[src/rtl/adder_share_arbiter.sv]
// -----------------------------------------------------------------------------
// adder_share_arbiter
//
// Two requesters share one combinational N-bit adder. A round-robin arbiter
// picks one requester per cycle and the chosen operand pair's sum, carry-out
// and signed overflow are captured in a single result register with a
// valid/ready handshake toward the consumer. A sticky overflow flag records
// any accepted pair that overflowed until software clears it.
//
// Ports:
//   clk, rst_n                  clock, asynchronous active-low reset
//   req0_valid/a/b, req0_ready  requester 0 operand handshake
//   req1_valid/a/b, req1_ready  requester 1 operand handshake
//   rsp_valid, rsp_ready        result handshake
//   rsp_id                      index of the requester that produced the result
//   rsp_sum, rsp_cout, rsp_of   registered sum, carry-out, signed overflow
//   of_sticky, clr_of           sticky overflow flag and its synchronous clear
//
// Only N = 32 is supported.
// -----------------------------------------------------------------------------
module adder_share_arbiter #(
    parameter int unsigned N = 32
) (
    input  logic         clk,
    input  logic         rst_n,

    input  logic         req0_valid,
    input  logic [N-1:0] req0_a,
    input  logic [N-1:0] req0_b,
    output logic         req0_ready,

    input  logic         req1_valid,
    input  logic [N-1:0] req1_a,
    input  logic [N-1:0] req1_b,
    output logic         req1_ready,

    output logic         rsp_valid,
    output logic         rsp_id,
    output logic [N-1:0] rsp_sum,
    output logic         rsp_cout,
    output logic         rsp_of,
    input  logic         rsp_ready,

    output logic         of_sticky,
    input  logic         clr_of
);

    // Result register occupancy.
    localparam logic [0:0] StEmpty = 1'b0;
    localparam logic [0:0] StFull  = 1'b1;

    logic [0:0]   state_q, state_d;
    logic         last_gnt_q, last_gnt_d;
    logic         rsp_id_q, rsp_id_d;
    logic [N-1:0] rsp_sum_q, rsp_sum_d;
    logic         rsp_cout_q, rsp_cout_d;
    logic         rsp_of_q, rsp_of_d;
    logic         of_sticky_q, of_sticky_d;

    logic         gnt;
    logic         can_accept;
    logic         accept;
    logic [N-1:0] op_a, op_b;
    logic [N-1:0] add_sum;
    logic         add_cout;
    logic         add_of;

    // Arbitration looks only at the valids and the pointer, never at the
    // operand data, so the ready paths stay short.
    always_comb begin
        gnt = 1'b0;
        if (req0_valid && req1_valid) begin
            gnt = ~last_gnt_q;
        end else if (req1_valid) begin
            gnt = 1'b1;
        end
    end

    assign can_accept = (state_q == StEmpty) || rsp_ready;

    // rst_n gates the readies so nothing is accepted while reset is held.
    assign req0_ready = rst_n && can_accept && !gnt && req0_valid;
    assign req1_ready = rst_n && can_accept &&  gnt && req1_valid;
    assign accept     = req0_ready || req1_ready;

    // The single shared adder, carry-in tied to zero.
    assign op_a = gnt ? req1_a : req0_a;
    assign op_b = gnt ? req1_b : req0_b;
    assign {add_cout, add_sum} = {1'b0, op_a} + {1'b0, op_b};
    assign add_of = (op_a[N-1] == op_b[N-1]) && (add_sum[N-1] != op_a[N-1]);

    always_comb begin
        state_d    = state_q;
        last_gnt_d = last_gnt_q;
        rsp_id_d   = rsp_id_q;
        rsp_sum_d  = rsp_sum_q;
        rsp_cout_d = rsp_cout_q;
        rsp_of_d   = rsp_of_q;

        if (accept) begin
            last_gnt_d = gnt;
            rsp_id_d   = gnt;
            rsp_sum_d  = add_sum;
            rsp_cout_d = add_cout;
            rsp_of_d   = add_of;
        end

        case (state_q)
            StEmpty: begin
                if (accept) begin
                    state_d = StFull;
                end
            end
            StFull: begin
                // Consume with a new accept refills without a bubble.
                if (rsp_ready && !accept) begin
                    state_d = StEmpty;
                end
            end
            default: state_d = StEmpty;
        endcase
    end

    // An overflowing accept beats a simultaneous clear.
    assign of_sticky_d = (of_sticky_q && !clr_of) || (accept && add_of);

    always_ff @(posedge clk or negedge rst_n) begin
        if (!rst_n) begin
            state_q     <= StEmpty;
            last_gnt_q  <= 1'b1;    // requester 0 wins the first tie
            rsp_id_q    <= 1'b0;
            rsp_sum_q   <= '0;
            rsp_cout_q  <= 1'b0;
            rsp_of_q    <= 1'b0;
            of_sticky_q <= 1'b0;
        end else begin
            state_q     <= state_d;
            last_gnt_q  <= last_gnt_d;
            rsp_id_q    <= rsp_id_d;
            rsp_sum_q   <= rsp_sum_d;
            rsp_cout_q  <= rsp_cout_d;
            rsp_of_q    <= rsp_of_d;
            of_sticky_q <= of_sticky_d;
        end
    end

    assign rsp_valid = (state_q == StFull);
    assign rsp_id    = rsp_id_q;
    assign rsp_sum   = rsp_sum_q;
    assign rsp_cout  = rsp_cout_q;
    assign rsp_of    = rsp_of_q;
    assign of_sticky = of_sticky_q;

endmodule

[config.mk]
export PLATFORM = sky130hd
export DESIGN_NAME = adder_share_arbiter
export DESIGN_NICKNAME = d
export VERILOG_FILES = /design/src/rtl/adder_share_arbiter.sv
export SDC_FILE = /design/constraint.sdc
export NUM_CORES = 1
export LEC_CHECK = 0
export ABC_AREA = 1
export CAP_MARGIN = 20
export CORE_UTILIZATION = 30
export CTS_CLUSTER_SIZE = 40
export DETAILED_ROUTE_END_ITERATION = 8
export HOLD_SLACK_MARGIN = 0.02
export SLEW_MARGIN = 5
export SYNTH_ARGS = -nofsm -noshare
export SYNTH_HDL_FRONTEND = slang
export SYNTH_SLANG_ARGS = --single-unit
[constraint.sdc]
create_clock -name clk -period 2.66 [get_ports clk]
set_clock_uncertainty 0.05 [all_clocks]
set_input_delay 0.532 -clock clk [delete_from_list [all_inputs] [get_ports clk]]
set_output_delay 0.532 -clock clk [all_outputs]
set_load 0.02 [all_outputs]
; ---- Word-level counts from Yosys, hierarchy flattened
; Cells that the tools add are included.
[classes]
addsub = 1
mux = 7
eq_ne = 2
reduce_logical = 16
n_bitwise = 2
[ops]
columns = op, count
row1 = 32-bit 2-to-1 mux, 2
row2 = 32-bit by 32-bit adder with 33-bit output, 1
row3 = 1-bit logical AND, 10
row4 = 1-bit 2-to-1 mux, 4
row5 = 1-bit zero test, 3
row6 = 1-bit logical OR, 3
row7 = 1-bit inverter, 2
row8 = 1-bit one-hot mux with 2 select lines, 1
row9 = 1-bit equality test, 1
row10 = 1-bit inequality test, 1
[word_totals]
ff_bits = 38
inputBits = 134
out_inout_bits = 39
wordCells = 35

; ---- Logic depth before layout (Yosys ltp)
; Gate-level depths: netlist of the first run.
[logic_depth]
depth_word = 10
depth_mapped = 19
depth_no_buf = 18

; ---- Least setup slack after synthesis of the first run
; OpenSTA, ideal clock, no wires.
[synth_path]
path_type = input port to flip-flop
start = input port req0_valid
end = register rsp_sum_q[28] (netlist: rsp_sum[28])
t_arrival_ps = 2628
setup_ps = 117
slack_ps = -135
required_ps = 2493
path_buffers = 2
path_stages = 19
cell_sequence = nand2_1 nand2_2 buf_2 clkbuf_1 nand2_1 nand2_1 ha_1 inv_1 fa_1 inv_1 nand3_1 nand3_1 nand2_1 nand3_1 nand3_1 nand2_1 nand2_1 nand3_1 nand2_1
[synth_via]
elab_chain_len = 6
elab_cells_between_ends = 11
classes_between = 1 x add/sub / 3 x mux / 7 x reduce/logical
[synth_rtl]
columns = item, line_no
row1 = start: declaration, 27  ; input logic req0_valid,
row2 = branches (longest 6 deep; another with 32-bit by 32-bit adder with 33-bit output), n/a
row3 = end signal: assignment, 140  ; rsp_sum_q <= rsp_sum_d;
row4 = end: declaration, 55  ; logic [N-1:0] rsp_sum_q, rsp_sum_d;
; Parallel ways; which one is timed is not known.
; A chain may end at the register's enable or synchronous reset.

; ---- Worst setup path in the final report of the first run
[layout_path]
start = register last_gnt_q
end = register rsp_sum_q[18] (netlist: rsp_sum[18])
[layout_via]
elab_chain_len = 6
elab_cells_between_ends = 11
classes_between = 1 x add/sub / 3 x mux / 1 x bitwise / 6 x reduce/logical
[layout_rtl]
columns = item, line_no
row1 = start: declaration, 53  ; logic last_gnt_q, last_gnt_d;
row2 = start signal: assignment, 138  ; last_gnt_q <= last_gnt_d;
row3 = 1-bit inverter (*), 73  ; gnt = ~last_gnt_q;
row4 = 1-bit 2-to-1 mux (*), 72  ; if (req0_valid && req1_valid) begin
row5 = branches (longest 4 deep; another with 32-bit by 32-bit adder with 33-bit output), n/a
; Mark *: on every way between the ends.

==> results.toml, run 1 <==
[setup_path]
path_max_fanout = 10
critPathSlowestCell = "dfstp_2"
critPathMaxStageDelay_ps = 540
path_class = "reg2reg"
required_ps = 2820
startpoint_type = "flop"
cp_cell_sequence = "nand2_2 > nand2_4 > inv_8 > buf_12 > buf_6 > nand2_1 > nand2_2 > ha_4 > nand2_4 > inv_1 > nand2_2 > nand2_2 > buf_4 > nand2_2 > nand2_1 > nand3b_1 > nand2_1 > nand2_1 > o21ai_1"
crit_arrival_ps = 2780
endpoint_kind = "flop"
crit_top_cell = "nand2_2"

[timing]
rsz0062_at_grt = "yes"
hold_viol_final = 0
worst_pin_slew_ps = 513
slew_headroom = 0.658
holdWs_ps = 308
setup_viol = 0
max_freq_ghz = 0.382
maxSlewViolCount = 0
fin_crit_ps = 2620
finalCritPeriodShare = 0.983

[floorplan]
rows = 45
io_pins = 173
die-width_um = 127
die_h_um = 127
initial_core_util = 0.308
coreArea_um2 = 15200
die-area_um2 = 16100

[clock_tree]
holdBufCountCts = 0
clockBufferDepth = 2
tritoncts = "yes"
cts_root_buf = "clkbuf_16"
cts_sinks = 38
cts_buffers = 5
clk_pin_slew_ps = 60
h-tree-depth = 2
clk_latency_ps = 280

[route]
routed_via_density = 4.56
via_count = 6078
drt_iter0_markers = 275
ant_nets = 0
wl_per_cell_um = 13.2
drtPass1Iterations = 5
drc_errors = 0
drt-total-wl_um = 17600

[synth]
yosysWarnings = 0
syn_avg_cell_area_um2 = 5.39
synth_area_um2 = 4690
synthArstFlopShare = 1.00
synth-seq-cells = 38
ys_seq_area_frac = 0.203
syn_nets = 1036
synth_edf_count = 0
netlist_instances = 869
ys.flop_type = "dfrtp_1"
yosysUniqueCellTypes = 35

[power_and_ir_drop]
vdd_ir_drop_max_uv = 314
total_power_mw = 5.32
p_leak_nw = 4.53
power_per_cell_area_nw_per_um2 = 609

[finish]
layout-drive-gt1-share = 0.307
layout.cells.non_filler = 1333
finalNetCount = 1311
syn_to_final_growth_pct = 86.5
diodes = 0
design_area_um2 = 8740

[placement]
dp_hpwl_um = 13200
gp_congestion = 0.877
dp.cells = 1311
dpl-instance-area_um2 = 7350
numPortBuffers = 172

[global_route]
grt_pass1_vias = 5663
grt_max_degree = 39
grt_pass1_wl_um = 27300
antenna_found_initial = 0
globalRoute.totalOverflow = 0
grt_use_total = 0.211

[worst_hold_path]
hold_path_class = "in2async"

[status]
outcome = "completed"

[job]
max_cap_viol_count = 0
power breakdown:
group          total, mW  internal [mW]  switching [mW]
registers          0.966          0.819           0.147
logic               3.78           1.81            1.97
clock network      0.577          0.349           0.228
routing by layer:
| layer | wire (um) | GRT usage |
|---|---|---|
| met5 | 0 | 0 |
| met4 | 140 | 0.0343 |
| met3 | 872 | 0.0188 |
| met2 | 8050 | 0.345 |
| met1 | 8490 | 0.305 |
Yosys cell counts, types with 2 or more instances:
master      n  area [um^2]
nand2_1   467         1750
inv_1     121          454
nor2_1     47          176
nand3_1    40          200
dfrtp_1    37          926
ha_1       32          400
a21oi_1    21          105
o21ai_0    13         65.1
clkbuf_1   11         41.3
nand2_2    11         68.8
xnor2_1     9         78.8
o21ai_1     7         35.0
buf_2       6         30.0
nand4_1     6         37.5
nor3_1      6         30.0
nand3b_1    5         37.5
inv_2       4         15.0
nor2_2      3         18.8
a21o_1      2         15.0
and2_1      2         12.5
nor2_4      2         22.5
o21ai_2     2         17.5
o21bai_1    2         15.0
xor2_1      2         17.5
stage by stage:
| stage | utilization | TNS (ps) | setup WS [ps] |
|---|---|---|---|
| 6_report | 0.575 | 0 | 44.7 |
| 3_5_place_dp | 0.484 | -15270 | -631 |
| 5_1_grt | 0.575 | -1100 | -96.3 |
| 3_3_place_gp | 0.484 | -14810 | -621 |
| 4_1_cts | 0.531 | 0 | 7.07 |
| 2_1_floorplan | - | 0 | 21.4 |
state kept, by name (all words and copies together) (netlist names):
register / cells
rsp_sum: 32
rsp_cout: 1
rsp_valid: 1
last_gnt_q: 1
rsp_of: 1
of_sticky: 1
rsp_id: 1
path summary, 6_finish.rpt:
kind,start,to,slack (ps),cells after the start
setup / recovery,last_gnt_q,rsp_sum[18],40,19
hold / removal,rst_n,rsp_sum[7],310,2
setup reg to reg,last_gnt_q,rsp_sum[18],40,19
hold reg to reg,rsp_of,rsp_of,420,2
max in group asynchronous,rst_n,last_gnt_q,1880,2
min in group clk,rsp_of,rsp_of,420,2
cells in the final DEF (no fill, tap or decap), types with 5 or more instances in the layout:
cell / Yosys / routed
nand2_1: 467 / 367
clkdlybuf4s50_1: 0 / 168
inv_1: 121 / 107
buf_4: 1 / 102
nand2_2: 11 / 93
dfrtp_1: 37 / 37
nand3_1: 40 / 29
ha_4: 0 / 25
nor2_1: 47 / 23
nand2_4: 0 / 18
inv_2: 4 / 16
nor2_2: 3 / 15
nor2_4: 2 / 14
a21oi_2: 0 / 11
nand3_2: 1 / 10
o21ai_1: 7 / 9
o21ai_0: 13 / 9
a21oi_1: 21 / 7
nand4_1: 6 / 6
xnor2_1: 9 / 6
ha_1: 32 / 6
clkbuf_16: 0 / 6
buf_12: 0 / 6
nand3b_1: 5 / 5
critical path: cells and delay by family (launching register included):
family / cells / cell delay (ps)
DFF: 1 / 540
AOI/OAI and AO/OA: 1 / 130
adders and majority gates: 1 / 270
and+or+nand+nor: 12 / 1000
buffers and inverters: 5 / 550
final cells by class:
class                   count  area [um^2]
repair buffers            287         2720
clock buffers               8          136
fillers                  1468         6460
well taps                 188          235
inverters                 125          479
multi-input cells         687         4210
flip-flops and latches     38          952
cell families (layout without fill, tap and decap cells):
group	Yosys count	count (layout)	synth area share
and+or+nand+nor	594	594	0.512
buffers and inverters	144	420	0.118
AOI/OAI and AO/OA	49	49	0.0571
DFF	38	38	0.203
adders and majority gates	33	33	0.0897
xor gates and xnor gates	11	11	0.0206
what timing repair did:
item | in CTS | in global routing
gates resized for setup | 82 | 189
buffers inserted | 4 | 7
setup endpoints to repair | 32 | 28
pin swaps | 19 | 58
cloned | 3 | 1
Note: power is estimated with default switching activity, not from simulation.
==> inputs of run 2 (changes only) <==
--- a/config.mk
+++ b/config.mk
@@ -10,7 +10,7 @@
 export CORE_UTILIZATION = 30
 export CTS_CLUSTER_SIZE = 40
 export DETAILED_ROUTE_END_ITERATION = 8
-export HOLD_SLACK_MARGIN = 0.02
+export HOLD_SLACK_MARGIN = 0.08
 export SLEW_MARGIN = 5
 export SYNTH_ARGS = -nofsm -noshare
 export SYNTH_HDL_FRONTEND = slang
==> results of run 2 <==
Final layout, timing and power as in run 1 (identical DEF).
==> inputs of run 3 (changes only) <==
--- a/config.mk
+++ b/config.mk
@@ -11,6 +11,7 @@
 export CTS_CLUSTER_SIZE = 40
 export DETAILED_ROUTE_END_ITERATION = 8
 export HOLD_SLACK_MARGIN = 0.08
+export SKIP_CTS_REPAIR_TIMING = 1
 export SLEW_MARGIN = 5
 export SYNTH_ARGS = -nofsm -noshare
 export SYNTH_HDL_FRONTEND = slang
==> run 3 against run 2 <==
Largest cell class unchanged. Global-route usage decreased by 1.3 points. Maximum frequency is 2.8% lower. Cell area shrank 0.90%. The flow now finishes with violations (setup timing).
==> results.toml, run 3 (same netlist as run 1, synthesis figures left out) <==
[status]
outcome = "finished with violations"
violations = "setup timing"

[setup_path]
cp_cell_sequence = "nand2_4 > nand2_8 > buf_12 > clkbuf_16 > buf_8 > nand2_1 > nand2_1 > ha_4 > nand2_2 > inv_1 > nand2_1 > nand2_1 > nand2_1 > nand2_2 > o21ai_4 > nand2_1 > nand2_1 > nand3_1 > nand2_1"
critPathMaxStageDelay_ps = 550
crit_family = "simple AND/OR/NAND/NOR gates"
startpoint_type = "flop"
path_max_fanout = 7
crit_top_cell = "nand2_1"
path_class = "reg2reg"
reg2reg_from = "last_gnt_q"
endpoint_kind = "flop"
path_buf_inv = 4
r2r_cells = 19
critPathSlowestCell = "dfstp_2"
reg2reg_slack_ps = -30
crit_arrival_ps = 2850
required_ps = 2820
rr_endpoint = "rsp_sum[25]"

[global_route]
grt_pass1_wl_um = 25800
globalRoute.totalOverflow = 0
antenna_found_initial = 0
grt_use_total = 0.198
grt_max_degree = 39
grt_pass1_vias = 5409

[route]
routed_via_density = 4.53
drc_errors = 0
wl_per_cell_um = 13.5
via_count = 6051
drtPass1Iterations = 5
ant_nets = 0
drt-total-wl_um = 18100
drt_iter0_markers = 246

[timing]
fin_crit_ps = 2690
slew_headroom = 0.659
max_freq_ghz = 0.372
finalCritPeriodShare = 1.01
maxSlewViolCount = 0
worst_pin_slew_ps = 511
setup_viol = 1
rsz0062_at_grt = "yes"
fin_ws_ps = -29.7
hold_viol_final = 0

[power_and_ir_drop]
intPower_mw = 2.95
power_per_cell_area_nw_per_um2 = 607
comb_power_share = 0.705
power.share.clock = 0.111
seqPwrFrac = 0.184
p_switching_mw = 2.31
netSwitchingFraction = 0.439
p_leak_nw = 4.54
total_power_mw = 5.25
vdd_ir_drop_max_uv = 284

[floorplan]
initial_core_util = 0.308
io_pins = 173
coreArea_um2 = 15200
die-width_um = 127
die_h_um = 127
rows = 45
die-area_um2 = 16100

[placement]
dpl-instance-area_um2 = 7350
dp_hpwl_um = 13200
numPortBuffers = 172
gp_congestion = 0.877
pre_cts_ws_ps = -631

[clock_tree]
clk_latency_ps = 280
cts_sinks = 38
cts_buffers = 5
cts_root_buf = "clkbuf_16"
clk_pin_slew_ps = 60
tritoncts = "yes"
clockBufferDepth = 2
h-tree-depth = 2

[finish]
finalNetCount = 1314
final_cell_mix = "nand2_1 (402), clkdlybuf4s50_1 (168), inv_1 (111), buf_4 (100), nand2_2 (67)"
layout-drive-gt1-share = 0.269
multi_input_area_um2 = 4000
syn_to_final_growth_pct = 84.8
fillers = 1487
largest_register_ff_count = 32
design_area_um2 = 8660
diodes = 0
register_area_um2 = 952
final_common_cell = "nand2_1"

[job]
max_cap_viol_count = 0

[worst_hold_path]
hold_path_class = "in2async"
## run 3: worst max-delay path by stage
stage               startpoint           to  slack [ps]  cells after the start
finish              last_gnt_q  rsp_sum[25]         -30                     19
global placement    req0_valid  rsp_sum[25]        -620                     18
global route        last_gnt_q  rsp_sum[29]        -120                     19
floorplan           req0_valid  rsp_sum[28]          20                     19
detailed placement  req0_valid  rsp_sum[25]        -630                     18
CTS                 req0_valid       rsp_of        -360                     19
## run 3: final cells by class
type | count | area share
multi-input combinational | 687 | 0.462
timing repair buffer | 290 | 0.330
sequential | 38 | 0.110
inverter | 125 | 0.0553
tap | 188 | 0.0272
clock buffer | 8 | 0.0157
## run 3: layer usage
layer,vias up,GRT usage,wire (um)
li1,3191,-,-
met1,2677,0.292,8890
met2,172,0.316,8070
met3,11,0.0184,967
met4,0,0.0343,159
met5,-,0,0
## run 3: power groups by stage
stage	Clock, mW	Sequential, mW	Combinational, mW
floorplan	0	1.24	1.29
detailed placement	0	0.973	3.05
CTS	0.588	0.966	3.07
global placement	0	0.969	3.04
finish	0.585	0.967	3.70
global route	0.615	0.996	4.02
## run 3: through the flow
step                      hold slack (ps)   util  instances  setup TNS, ps
after floorplan                       186      -        869              0
after global placement                404  0.484       1311         -14810
after detailed placement              405  0.484       1311         -15270
after CTS                             342  0.493       1319          -6820
after global routing                  361  0.570       1336          -1550
final                                 307  0.570       1336          -29.7
